## src/rtl/prog_loader.sv

```systemverilog
// prog_loader: UART boot loader taking a big-endian byte-count header, then packing
// little-endian payload bytes into instruction-memory words, with an optional status byte.
module prog_loader #(
    parameter int WORD_BYTES = 4,
    parameter int SIZE_BYTES = 4,
    parameter int ADDR_W     = 12,
    parameter int ACK_EN     = 1
) (
    input  logic                    clk,
    input  logic                    rst,
    input  logic                    rx_valid,
    input  logic [7:0]              rx_data,
    output logic                    mem_we,
    output logic [ADDR_W-1:0]       mem_addr,
    output logic [8*WORD_BYTES-1:0] mem_wdata,
    output logic                    tx_valid,
    input  logic                    tx_ready,
    output logic [7:0]              tx_data,
    output logic                    busy,
    output logic                    done,
    output logic                    err
);
    localparam int HW = 8 * SIZE_BYTES;
    localparam int DW = 8 * WORD_BYTES;
    localparam logic [63:0] MAX_N = 64'(WORD_BYTES) << ADDR_W;
    localparam logic [7:0] ST_OK = 8'hAA;
    localparam logic [7:0] ST_ERR = 8'hEE;

    typedef enum logic [2:0] {HDR, DATA, ACK, DONE, ERR} state_t;

    state_t            state_q, state_d;
    logic [HW-1:0]     hdr_q, hdr_d, bcnt_q, bcnt_d, n_nxt;
    logic [7:0]        hcnt_q, hcnt_d, lane_q, lane_d, status_q, status_d;
    logic [DW-1:0]     pack_q, pack_d, wdata_q, wdata_d, word;
    logic [ADDR_W-1:0] widx_q, widx_d, addr_q, addr_d;
    logic              we_q, we_d, last_q, last_d, bad_n;

    always_ff @(posedge clk) begin
        if (rst) begin
            state_q  <= HDR;
            hdr_q    <= '0;
            bcnt_q   <= '0;
            hcnt_q   <= '0;
            lane_q   <= '0;
            status_q <= '0;
            pack_q   <= '0;
            wdata_q  <= '0;
            widx_q   <= '0;
            addr_q   <= '0;
            we_q     <= 1'b0;
            last_q   <= 1'b0;
        end else begin
            state_q  <= state_d;
            hdr_q    <= hdr_d;
            bcnt_q   <= bcnt_d;
            hcnt_q   <= hcnt_d;
            lane_q   <= lane_d;
            status_q <= status_d;
            pack_q   <= pack_d;
            wdata_q  <= wdata_d;
            widx_q   <= widx_d;
            addr_q   <= addr_d;
            we_q     <= we_d;
            last_q   <= last_d;
        end
    end

    always_comb begin
        state_d  = state_q;
        hdr_d    = hdr_q;
        bcnt_d   = bcnt_q;
        hcnt_d   = hcnt_q;
        lane_d   = lane_q;
        status_d = status_q;
        pack_d   = pack_q;
        wdata_d  = wdata_q;
        widx_d   = widx_q;
        addr_d   = addr_q;
        we_d     = 1'b0;
        last_d   = last_q;
        n_nxt    = (hdr_q << 8) | HW'(rx_data);
        bad_n    = ((n_nxt % HW'(WORD_BYTES)) != '0) || (64'(n_nxt) > MAX_N);
        word     = pack_q;
        word[DW-8 +: 8] = rx_data;
        case (state_q)
            HDR: if (rx_valid) begin
                hdr_d  = n_nxt;
                hcnt_d = hcnt_q + 8'd1;
                if (hcnt_q == 8'(SIZE_BYTES - 1)) begin
                    state_d  = (bad_n || n_nxt == '0) ? ACK : DATA;
                    status_d = bad_n ? ST_ERR : ST_OK;
                end
            end
            // last_q marks the final word's write cycle; leave only after it
            DATA: if (last_q) begin
                state_d  = ACK;
                status_d = ST_OK;
            end else if (rx_valid) begin
                bcnt_d = bcnt_q + 1'b1;
                if (lane_q == 8'(WORD_BYTES - 1)) begin
                    lane_d  = '0;
                    we_d    = 1'b1;
                    addr_d  = widx_q;
                    wdata_d = word;
                    widx_d  = widx_q + 1'b1;
                    last_d  = (bcnt_q + 1'b1) == hdr_q;
                end else begin
                    pack_d[8*lane_q +: 8] = rx_data;
                    lane_d = lane_q + 8'd1;
                end
            end
            ACK: if (ACK_EN == 0 || tx_ready) state_d = (status_q == ST_OK) ? DONE : ERR;
            default: ;
        endcase
    end

    assign mem_we    = we_q;
    assign mem_addr  = addr_q;
    assign mem_wdata = wdata_q;
    assign tx_valid  = (state_q == ACK) && (ACK_EN != 0);
    assign tx_data   = status_q;
    assign busy      = (state_q == HDR && hcnt_q != '0) || state_q == DATA || state_q == ACK;
    assign done      = state_q == DONE;
    assign err       = state_q == ERR;
endmodule
```

## config.mk

```make
export PLATFORM = sky130hd
export DESIGN_NAME = prog_loader
export DESIGN_NICKNAME = d
export VERILOG_FILES = /design/src/rtl/prog_loader.sv
export SDC_FILE = /design/constraint.sdc
export NUM_CORES = 1
export LEC_CHECK = 0
export BUFFER_PORTS_ARGS = -buffer_cell sky130_fd_sc_hd__clkbuf_2
export CAP_MARGIN = 0
export CORE_ASPECT_RATIO = 1.4
export CORE_MARGIN = 3
export CORE_UTILIZATION = 50
export CTS_CLUSTER_SIZE = 16
export DETAILED_ROUTE_END_ITERATION = 8
export PLACE_DENSITY = 0.69
export SYNTH_ARGS = -nofsm -noshare
export SYNTH_HDL_FRONTEND = slang
export SYNTH_SLANG_ARGS = --single-unit
```

## constraint.sdc

```tcl
create_clock -name clk -period 3 [get_ports clk]
set_input_delay 0.45 -clock clk [delete_from_list [all_inputs] [get_ports clk]]
set_output_delay 0.45 -clock clk [all_outputs]
set_load 0.01 [all_outputs]
```

==> impl_metrics.yaml, run 1 <==
synthesis:
  syn_area_mm2: 0.00791
  synth_seq_cells: 167
  synth-edff-count: 0
  ys_warn_count: 0
  synth_flop_cell: "dfxtp_1"
  syn-mean-instance-area_um2: 7.84
  synth-async-reset-ratio: 0
  synthDistinctLibCells: 61
  postSynthCellCount: 1009
  yosysSeqAreaShare: 0.423
critical_path:
  cp.required_ps: 3350
  reg2reg_depth: 10
  critPathSlowestCell: "nor4b_2"
  crit_fanout: 16
  r2r_end: "pack_q[22]$_SDFFE_PP0P_"
  rr_startpoint: "lane_q[2]$_SDFFE_PP0P_"
  path_cells: "nor2_2 -> and4b_1 -> ha_1 -> nor2_1 -> a41oi_1 -> o22a_1 -> nor4b_2 -> nand3_4 -> or2_0 -> a21oi_1"
  cp.arrival_ps: 3110
  path_depth: 10
  crit_type: "reg -> reg"
  cp_top_family: "simple AND/OR/NAND/NOR gates"
  end_kind: "flip-flop"
  critPathLaunch: "lane_q[2]$_SDFFE_PP0P_"
  start_kind: "flip-flop"
  cp_num_buf_inv: 0
  slowest_delay_ps: 430
  endpoint: "pack_q[22]$_SDFFE_PP0P_"
  r2r_setup_slack_ps: 240
routing:
  drtIter0Drc: 580
  routedWlPerCell_um: 14.8
  first_pass_iters: 5
  num_vias: 6759
  drc: 0
  routed_wl_um: 18500
  ant_nets: 0
  avgViaCountPerCell: 5.41
power_and_ir_drop:
  p_leak_nw: 3.26
  p_per_area_mw_per_mm2: 518
  peakVddDrop_mv: 0.417
sta:
  finalWorstPathRequiredPeriod_ps: 2760
  worst_slack_ps: 236
  fmax_mhz: 362
  rsz0062_at_grt: "false"
  max-slew-margin-rel: 0.489
  finClkSkew_ps: 8.15
  finalSetupViolCount: 0
  holdWs_ps: 351
  slew_viol_final: 0
  tns_ps: 0
  fin_crit_sh: 0.921
  tightestPinTransition_ps: 767
  final_hold_viol_count: 0
layout:
  nFillCells: 1421
  syn_to_final_growth_pct: 13.8
  nets: 1063
  fin_util: 0.590
  drive_above_1_share: 0.132
  diodes: 0
die:
  num_rows: 53
  ios: 69
  floorplan.initialDensity: 0.519
  die_h_um: 155
  core_area_mm2: 0.0153
  dieArea_mm2: 0.0174
  die_x_um: 112
grt:
  grt_pass1_wl_um: 31000
  grt_pass1_vias: 6361
  grt-ovfl-total: 0
  grt_max_degree: 168
  antenna_found_initial: 0
  grtUsageTotal: 0.216
place:
  dpl.hpwl_um: 12800
  routabilityCongestion: 0.925
  io_buffers: 66
  post-place-ws_ps: 9.78
clock_tree:
  cts_setup_buffers: 0
  insertion_delay_ps: 430
  cts_max_level: 4
  clk_path_buf_depth: 2
  cts_buffers: 17
  cts-root-buf: "clkbuf_16"
  cts_hold_buffers: 0
  cts_tree: "yes"
  clk_pin_slew_ps: 70
  clkSinkCount: 167
min_path:
  min_path_type: "in -> reg"
status:
  outcome: "finished, final reports clean"
job:
  drv_cap: 0
-- metal layers --
| layer | track usage | vias to the layer above | wire length [um] |
|---|---|---|---|
| li1 | - | 3447 | - |
| met5 | 0 | - | 0 |
| met3 | 0.0423 | 28 | 781 |
| met2 | 0.384 | 145 | 9560 |
| met1 | 0.259 | 3139 | 7810 |
| met4 | 0.0762 | 0 | 344 |
-- worst min-delay path by stage --
stage | from | end | cells after the start
6_report | rx_data[3] | mem_wdata[27]$_SDFFE_PP0P_ | 3
5_1_grt | rx_data[3] | mem_wdata[27]$_SDFFE_PP0P_ | 3
4_1_cts | rx_data[3] | mem_wdata[27]$_SDFFE_PP0P_ | 3
3_5_place_dp | pack_q[18]$_SDFFE_PP0P_ | pack_q[18]$_SDFFE_PP0P_ | 2
3_3_place_gp | mem_wdata[10]$_SDFFE_PP0P_ | mem_wdata[10]$_SDFFE_PP0P_ | 2
2_1_floorplan | pack_q[0]$_SDFFE_PP0P_ | mem_wdata[0]$_SDFFE_PP0P_ | 2
-- registers in the layout (all words and copies together) (netlist names) --
signal	count
tx_data	2
bcnt_q	32
lane_q	8
hcnt_q	8
mem_addr	12
hdr_q	32
mem_wdata	32
state_q	3
mem_we	1
last_q	1
pack_q	24
widx_q	12
-- power breakdown --
| group | leakage, nW | switching, mW | internal (mW) |
|---|---|---|---|
| sequential | 1.35 | 0.0307 | 2.23 |
| combinational | 1.61 | 0.128 | 0.0641 |
| clock | 0.298 | 1.07 | 1.14 |
-- Yosys cell counts, types with 4 or more instances --
master      n  area (um^2)
nand2_1   215          807
dfxtp_1   167         3340
nor2_1    106          398
a21oi_1   103          515
xnor2_1    55          482
clkbuf_1   49          184
xor2_1     41          359
nand3_1    33          165
nor3_1     27          135
nand4_1    26          163
mux2i_1    18          180
inv_1      16         60.1
o21ai_0    16         80.1
nor4_1     13         81.3
buf_2      12         60.1
nand2b_1   12         75.1
or2_0       8         50.1
a31oi_1     7         43.8
buf_4       7         52.6
ha_1        7         87.6
or3_1       7         43.8
and3_1      5         31.3
or2_2       5         31.3
nor2b_1     4         25.0
-- stage by stage --
stage | instances | power (mW) | area (um^2)
final | 1249 | 4.67 | 9010
after global routing | 1249 | 4.84 | 9010
after CTS | 1249 | 4.72 | 9000
after detailed placement | 1217 | 2.51 | 8370
after global placement | 1217 | 2.51 | 8370
after floorplan | 1010 | 2.44 | 7920
-- repair_timing --
action | 4_1_cts | 5_1_grt
endpoints found under the hold margin | 0 | 0
endpoints found under the setup margin | 4 | 8
gates resized for setup | 1 | 2
cloned | 0 | 0
-- logic make-up (layout without fill, tap and decap cells) --
logic type,Yosys count,in the layout,share of synthesized area
DFF,167,167,0.423
buffers and inverters,86,133,0.0460
muxes,19,19,0.0242
xor gates and xnor gates,96,96,0.106
adders and majority gates,7,7,0.0111
AOI/OAI and AO/OA,146,146,0.102
and+or+nand+nor,487,487,0.288
other,1,2,0.000474
-- layout by cell type, fill, tap and decap left out, types with 4 or more instances in the layout --
cell type and count:
or2_2 5, nand4_1 26, nor4_1 12, xnor2_1 55, nand2b_1 12, clkbuf_16 17, inv_1 16, or3_1 7
a31oi_1 7, nand3_1 32, or2_0 8, clkbuf_2 65, a21oi_1 103, o21ai_0 16, dfxtp_1 167, clkinv_8 6
nand2_1 215, nor2b_1 4, and3_1 5, mux2i_1 18, ha_1 7, buf_4 18, inv_8 5, nor2_1 104
nor3_1 26, xor2_1 41
-- cell type report --
| class | instances | area (um^2) | share of cell area |
|---|---|---|---|
| clock buffers | 17 | 425 | 0.0472 |
| clock inverters | 15 | 195 | 0.0217 |
| well taps | 192 | 240 | 0.0267 |
| repair buffers | 85 | 500 | 0.0556 |
| flip-flops and latches | 167 | 3340 | 0.371 |
| inverters | 16 | 60.1 | 0.00667 |
| multi-input cells | 757 | 4240 | 0.471 |
-- worst min-delay path, cell delays in order --
cell and delay (ps):
clkbuf_2 150, nand2_1 80, a21oi_1 50
No activity file was read; power rests on OpenSTA's default activity.
==> run 2: changes to the inputs <==
Settings changed: ABC_AREA from default to 1.
==> run 2 against run 1 <==
  * Sequential power is 4% higher
  * Routed wire length is 15% higher
  * Critical path depth is 3 higher
  * Clock power hardly changed
  * Non-clock buffer count is 5 lower
  * Synthesized cell count is 13% higher
  * Fmax is 7.2% higher
  * Worst setup slack better by 190 ps
  * Clock skew is 1.1 ps higher
  * Clock-buffer cell count is 2 higher
==> impl_metrics.yaml, run 2 <==
routing:
  first_pass_iters: 5
  routedWlPerCell_um: 15.2
  avgViaCountPerCell: 5.37
  num_vias: 7552
  routed_wl_um: 21300
  drc: 0
  drtIter0Drc: 403
  ant_nets: 0
layout:
  nets: 1219
  final_cells: 1407
  syn_to_final_growth_pct: 13.4
  diodes: 0
  drive_above_1_share: 0.125
  final_common_cell: "nand2_1"
  final_cell_mix: "235 x nand2_1, 167 x dfxtp_1, 139 x inv_1, 119 x o21ai_0, 106 x nor2_1"
  stdcell_area_mm2: 0.00910
  fin_util: 0.580
  nFillCells: 1524
clock_tree:
  cts-root-buf: "clkbuf_16"
  clk_pin_slew_ps: 70
  cts_hold_buffers: 0
  cts_tree: "yes"
  cts_setup_buffers: 0
  cts_buffers: 17
  cts_max_level: 4
  clkSinkCount: 167
  insertion_delay_ps: 420
  cts_resized: 0
  clk_path_buf_depth: 2
power_and_ir_drop:
  seqPwrFrac: 0.474
  power_switching_share: 0.259
  total_power_mw: 4.97
  intPower_mw: 3.68
  combPwrFrac: 0.085
  p_leak_nw: 3.91
  p_per_area_mw_per_mm2: 546
  peakVddDrop_mv: 0.390
  switchingPower_mw: 1.29
  power_frac_clock: 0.441
die:
  floorplan.initialDensity: 0.512
  core_area_mm2: 0.0157
  ios: 69
  num_rows: 54
  die_x_um: 113
  die_h_um: 156
  dieArea_mm2: 0.0176
critical_path:
  end_kind: "flip-flop"
  start_kind: "flip-flop"
  critPathLaunch: "lane_q[0]$_SDFFE_PP0P_"
  rr_startpoint: "lane_q[0]$_SDFFE_PP0P_"
  crit_fanout: 13
  cp.arrival_ps: 2890
  crit_type: "reg -> reg"
  cp.required_ps: 3320
  reg2reg_depth: 13
place:
  postPlaceCellArea_mm2: 0.00852
  dpl.hpwl_um: 15800
  numPlacedInstances: 1377
  post-place-ws_ps: 451
  routabilityCongestion: 0.963
  io_buffers: 66
sta:
  fmax_mhz: 388
  finClkSkew_ps: 9.25
  tns_ps: 0
  fin_crit_sh: 0.860
  final_hold_viol_count: 0
  rsz0062_at_grt: "false"
  finalSetupViolCount: 0
  finalWorstPathRequiredPeriod_ps: 2580
  holdWs_ps: 301
  slew_viol_final: 0
  worst_slack_ps: 421
  max-slew-margin-rel: 0.563
  tightestPinTransition_ps: 654
status:
  outcome: "finished, final reports clean"
synthesis:
  yosysMostFrequentCell: "nand2_1"
  synth.area.top_cells: "dfxtp_1 42%, nand2_1 11%, o21ai_0 7.4%, inv_1 6.6%, a21oi_1 6.4%"
  postSynthCellCount: 1144
  yosysTopAreaCellShare: 0.417
  ys_warn_count: 0
  yosys-top-cells-count: "235 x nand2_1, 167 x dfxtp_1, 140 x inv_1"
  synth_seq_cells: 167
  syn_area_mm2: 0.00802
  synth-async-reset-ratio: 0
  yosysTopAreaCell: "dfxtp_1"
  yosysSeqAreaShare: 0.417
  synth_flop_cell: "dfxtp_1"
  syn-mean-instance-area_um2: 7.01
  synth-edff-count: 0
  synthDistinctLibCells: 46
min_path:
  holdPathStages: 3
  min_path_type: "in -> reg"
  min_from: "rx_data[7]"
job:
  drv_cap: 0
grt:
  grt_pass1_wl_um: 35100
  antenna_found_initial: 0
  grt-ovfl-total: 0
  grtUsageTotal: 0.248
  grt_pass1_vias: 7220
  grt_max_degree: 45
-- run 2: changes by cell type after synthesis, moves of 19 or more --
cell / before / now
nand2_1: 215 / 235
nand3_1: 33 / 70
o21ai_0: 16 / 119
xor2_1: 41 / 5
xnor2_1: 55 / 3
clkbuf_1: 49 / 23
inv_1: 16 / 140
a22o_1: 0 / 19
-- run 2: cell families after synthesis --
group,count (synthesis),share of synthesized area
other cells,1,0.000467
compound gates,273,0.187
flops,167,0.417
fa+ha+maj,7,0.0109
simple gates,496,0.278
xor+xnor,9,0.0115
buf+inv,191,0.0950
-- run 2: worst max-delay path: stages (launching register included) --
cell	delay, ps
dfxtp_1	380
nor2_1	200
nand2_1	170
nor4_1	210
ha_1	290
nand3b_1	160
a21oi_1	140
and2_2	190
nand3_4	90
nor3_4	110
buf_4	200
inv_1	90
o21ai_0	160
a21oi_1	50
-- run 2: final cells by class --
class | instances | area (um^2) | share of cell area
clock buffer | 19 | 443 | 0.0487
clock inverter | 11 | 140 | 0.0154
inverter | 147 | 552 | 0.0606
multi-input combinational | 787 | 3940 | 0.433
sequential | 167 | 3340 | 0.367
tap | 196 | 245 | 0.0270
timing repair buffer | 80 | 435 | 0.0479
-- run 2: final timing paths --
path	to	slack (ps)
setup / recovery	pack_q[8]$_SDFFE_PP0P_	420
hold / removal	pack_q[23]$_SDFFE_PP0P_	300
setup reg to reg	pack_q[8]$_SDFFE_PP0P_	420
hold reg to reg	pack_q[4]$_SDFFE_PP0P_	450
-- run 2: per-layer routing --
| metal | up-vias | global-route usage | part of all wire |
|---|---|---|---|
| met5 | - | 0 | 0 |
| met4 | 0 | 0.117 | 0.039 |
| met3 | 48 | 0.0435 | 0.042 |
| met2 | 177 | 0.445 | 0.51 |
| met1 | 3466 | 0.283 | 0.41 |
| li1 | 3861 | - | - |
-- run 2: power by group through the flow --
stage | clock network [mW] | logic [mW] | registers (mW)
final | 2.19 | 0.424 | 2.35
after global routing | 2.32 | 0.485 | 2.36
after CTS | 2.23 | 0.425 | 2.35
after detailed placement | 0 | 0.422 | 2.40
after global placement | 0 | 0.418 | 2.40
after floorplan | 0 | 0.304 | 2.38
==> run 3: changes to the inputs <==
Settings changed: CORE_ASPECT_RATIO 1.4 to default.
Clock period 3 ns to 2.4 ns, I/O delays scaled along.
==> run 3 against run 2 <==
  * The flow now finishes with violations (setup timing)
  * Die area is 0.12% lower
  * Sequential power is 25% higher
  * Worst setup slack worse by 430 ps
  * Clock power is 31% higher
  * Worst hold slack worse by 99 ps
  * Fmax is 6.9% higher
  * Combinational power is 27% higher
  * Cell count is 2.0% higher
  * Total power is 28% higher
  * Global-route usage is 2.1 points lower
  * Critical endpoint is now pack_q[18]$_SDFFE_PP0P_
  * Largest cell class unchanged
  * Highest routed layer unchanged
==> impl_metrics.yaml, run 3 (same netlist as run 2, synthesis figures left out) <==
die:
  ios: 69
  dieArea_mm2: 0.0176
  die_x_um: 133
  die_h_um: 133
  core_area_mm2: 0.0154
  num_rows: 45
  floorplan.initialDensity: 0.520
critical_path:
  reg2reg_depth: 12
  r2r_end: "pack_q[18]$_SDFFE_PP0P_"
  endpoint: "pack_q[18]$_SDFFE_PP0P_"
  r2r_setup_slack_ps: -10
  cp.required_ps: 2760
  crit_fanout: 7
  start_kind: "flip-flop"
  critPathLaunch: "lane_q[3]$_SDFFE_PP0P_"
  rr_startpoint: "lane_q[3]$_SDFFE_PP0P_"
  end_kind: "flip-flop"
  crit_type: "reg -> reg"
  cp.arrival_ps: 2770
sta:
  fin_crit_sh: 1.01
  tns_ps: -12.7
  max-slew-margin-rel: 0.490
  fmax_mhz: 414
  worst_slack_ps: -12.7
  rsz0062_at_grt: "true"
  finalWorstPathRequiredPeriod_ps: 2410
  finalSetupViolCount: 1
  tightestPinTransition_ps: 764
  holdWs_ps: 202
  slew_viol_final: 0
  final_hold_viol_count: 0
  finClkSkew_ps: 6.63
layout:
  diodes: 0
  final_cells: 1435
  stdcell_area_mm2: 0.00933
  fin_util: 0.605
  final_common_cell: "nand2_1"
  register_area_mm2: 0.00335
  multi_input_comb_area_mm2: 0.00398
  syn_to_final_growth_pct: 16.4
  nFillCells: 1467
  nets: 1230
  final_cell_mix: "233 x nand2_1, 163 x dfxtp_1, 139 x inv_1, 116 x o21ai_0, 103 x nor2_1"
  drive_above_1_share: 0.145
min_path:
  min_path_type: "in -> reg"
clock_tree:
  insertion_delay_ps: 430
  clk_path_buf_depth: 2
  clk_pin_slew_ps: 70
  cts-root-buf: "clkbuf_16"
  cts_tree: "yes"
  cts_max_level: 4
  clkSinkCount: 167
  cts_buffers: 17
place:
  post-place-ws_ps: 64.7
  dpl.hpwl_um: 14500
  routabilityCongestion: 0.921
  numPlacedInstances: 1395
  io_buffers: 66
  postPlaceCellArea_mm2: 0.00859
grt:
  grt_pass1_vias: 6628
  grt_use_met3: 0.0369
  grtUsageTotal: 0.227
  grt_use_met2: 0.334
  busiest_layer: "met1"
  gr-usage-met1: 0.344
  grt_max_degree: 96
  grt-ovfl-total: 0
  grt_pass1_wl_um: 32600
  antenna_found_initial: 0
status:
  outcome: "finished with violations"
  violations: "setup timing"
routing:
  drtIter0Drc: 541
  first_pass_iters: 5
  avgViaCountPerCell: 5.33
  drc: 0
  routed_wl_um: 20600
  num_vias: 7648
  ant_nets: 0
  routedWlPerCell_um: 14.3
power_and_ir_drop:
  p_per_area_mw_per_mm2: 680
  p_leak_nw: 4.01
  total_power_mw: 6.34
  peakVddDrop_mv: 0.469
job:
  drv_cap: 0
## run 3: cell count changes in the layout (fill, tap and decap cells not counted), sizes merged
| cell | before | now |
|---|---|---|
| buf | 14 | 25 |
| bufinv | 2 | 3 |
| inv | 151 | 152 |
## run 3: per-layer routing
metal	vias to the layer above	routed length, um
li1	3911	-
met5	-	0
met2	247	8800
met1	3474	10300
met3	16	1300
met4	0	212
## run 3: worst max-delay path, stage by stage, from the launching register on
cell and delay, ps:
dfxtp_4 360, nor2_4 170, nand2_2 90, nor4_2 230, ha_1 280, nand3b_1 180, a21oi_2 130, and2_4 170
nand3_4 90, nor3_4 250, buf_6 160, o21ai_0 80, a21oi_1 150
## run 3: layout make-up
type / instances / area share
repair buffers: 91 / 0.0605
multi-input cells: 787 / 0.427
clock buffers: 19 / 0.0464
flip-flops and latches: 167 / 0.359
clock inverters: 13 / 0.0200
inverters: 147 / 0.0591
well taps: 211 / 0.0283
## run 3: how the worst min path moves through the flow
stage	slack (ps)	endpoint	start	cells after the start
after floorplan	420	pack_q[12]$_SDFFE_PP0P_	pack_q[12]$_SDFFE_PP0P_	2
after global routing	210	pack_q[15]$_SDFFE_PP0P_	rx_data[7]	3
after detailed placement	440	mem_addr[3]$_SDFFE_PP0P_	mem_addr[3]$_SDFFE_PP0P_	2
after CTS	190	pack_q[15]$_SDFFE_PP0P_	rx_data[7]	3
final	200	pack_q[15]$_SDFFE_PP0P_	rx_data[7]	3
after global placement	430	mem_addr[3]$_SDFFE_PP0P_	mem_addr[3]$_SDFFE_PP0P_	2
## run 3: where the power goes
part	leakage (nW)	internal, mW	switching (mW)	total (mW)
Combinational	2.35	0.184	0.353	0.538
Clock	0.298	1.67	1.19	2.87
Sequential	1.35	2.86	0.0833	2.94
## run 3: what timing repair did
action,CTS,global route
setup endpoints to repair,0,28
endpoints found under the hold margin,0,0
setup buffers,0,7
gates resized for setup,0,25
hold buffers,0,0
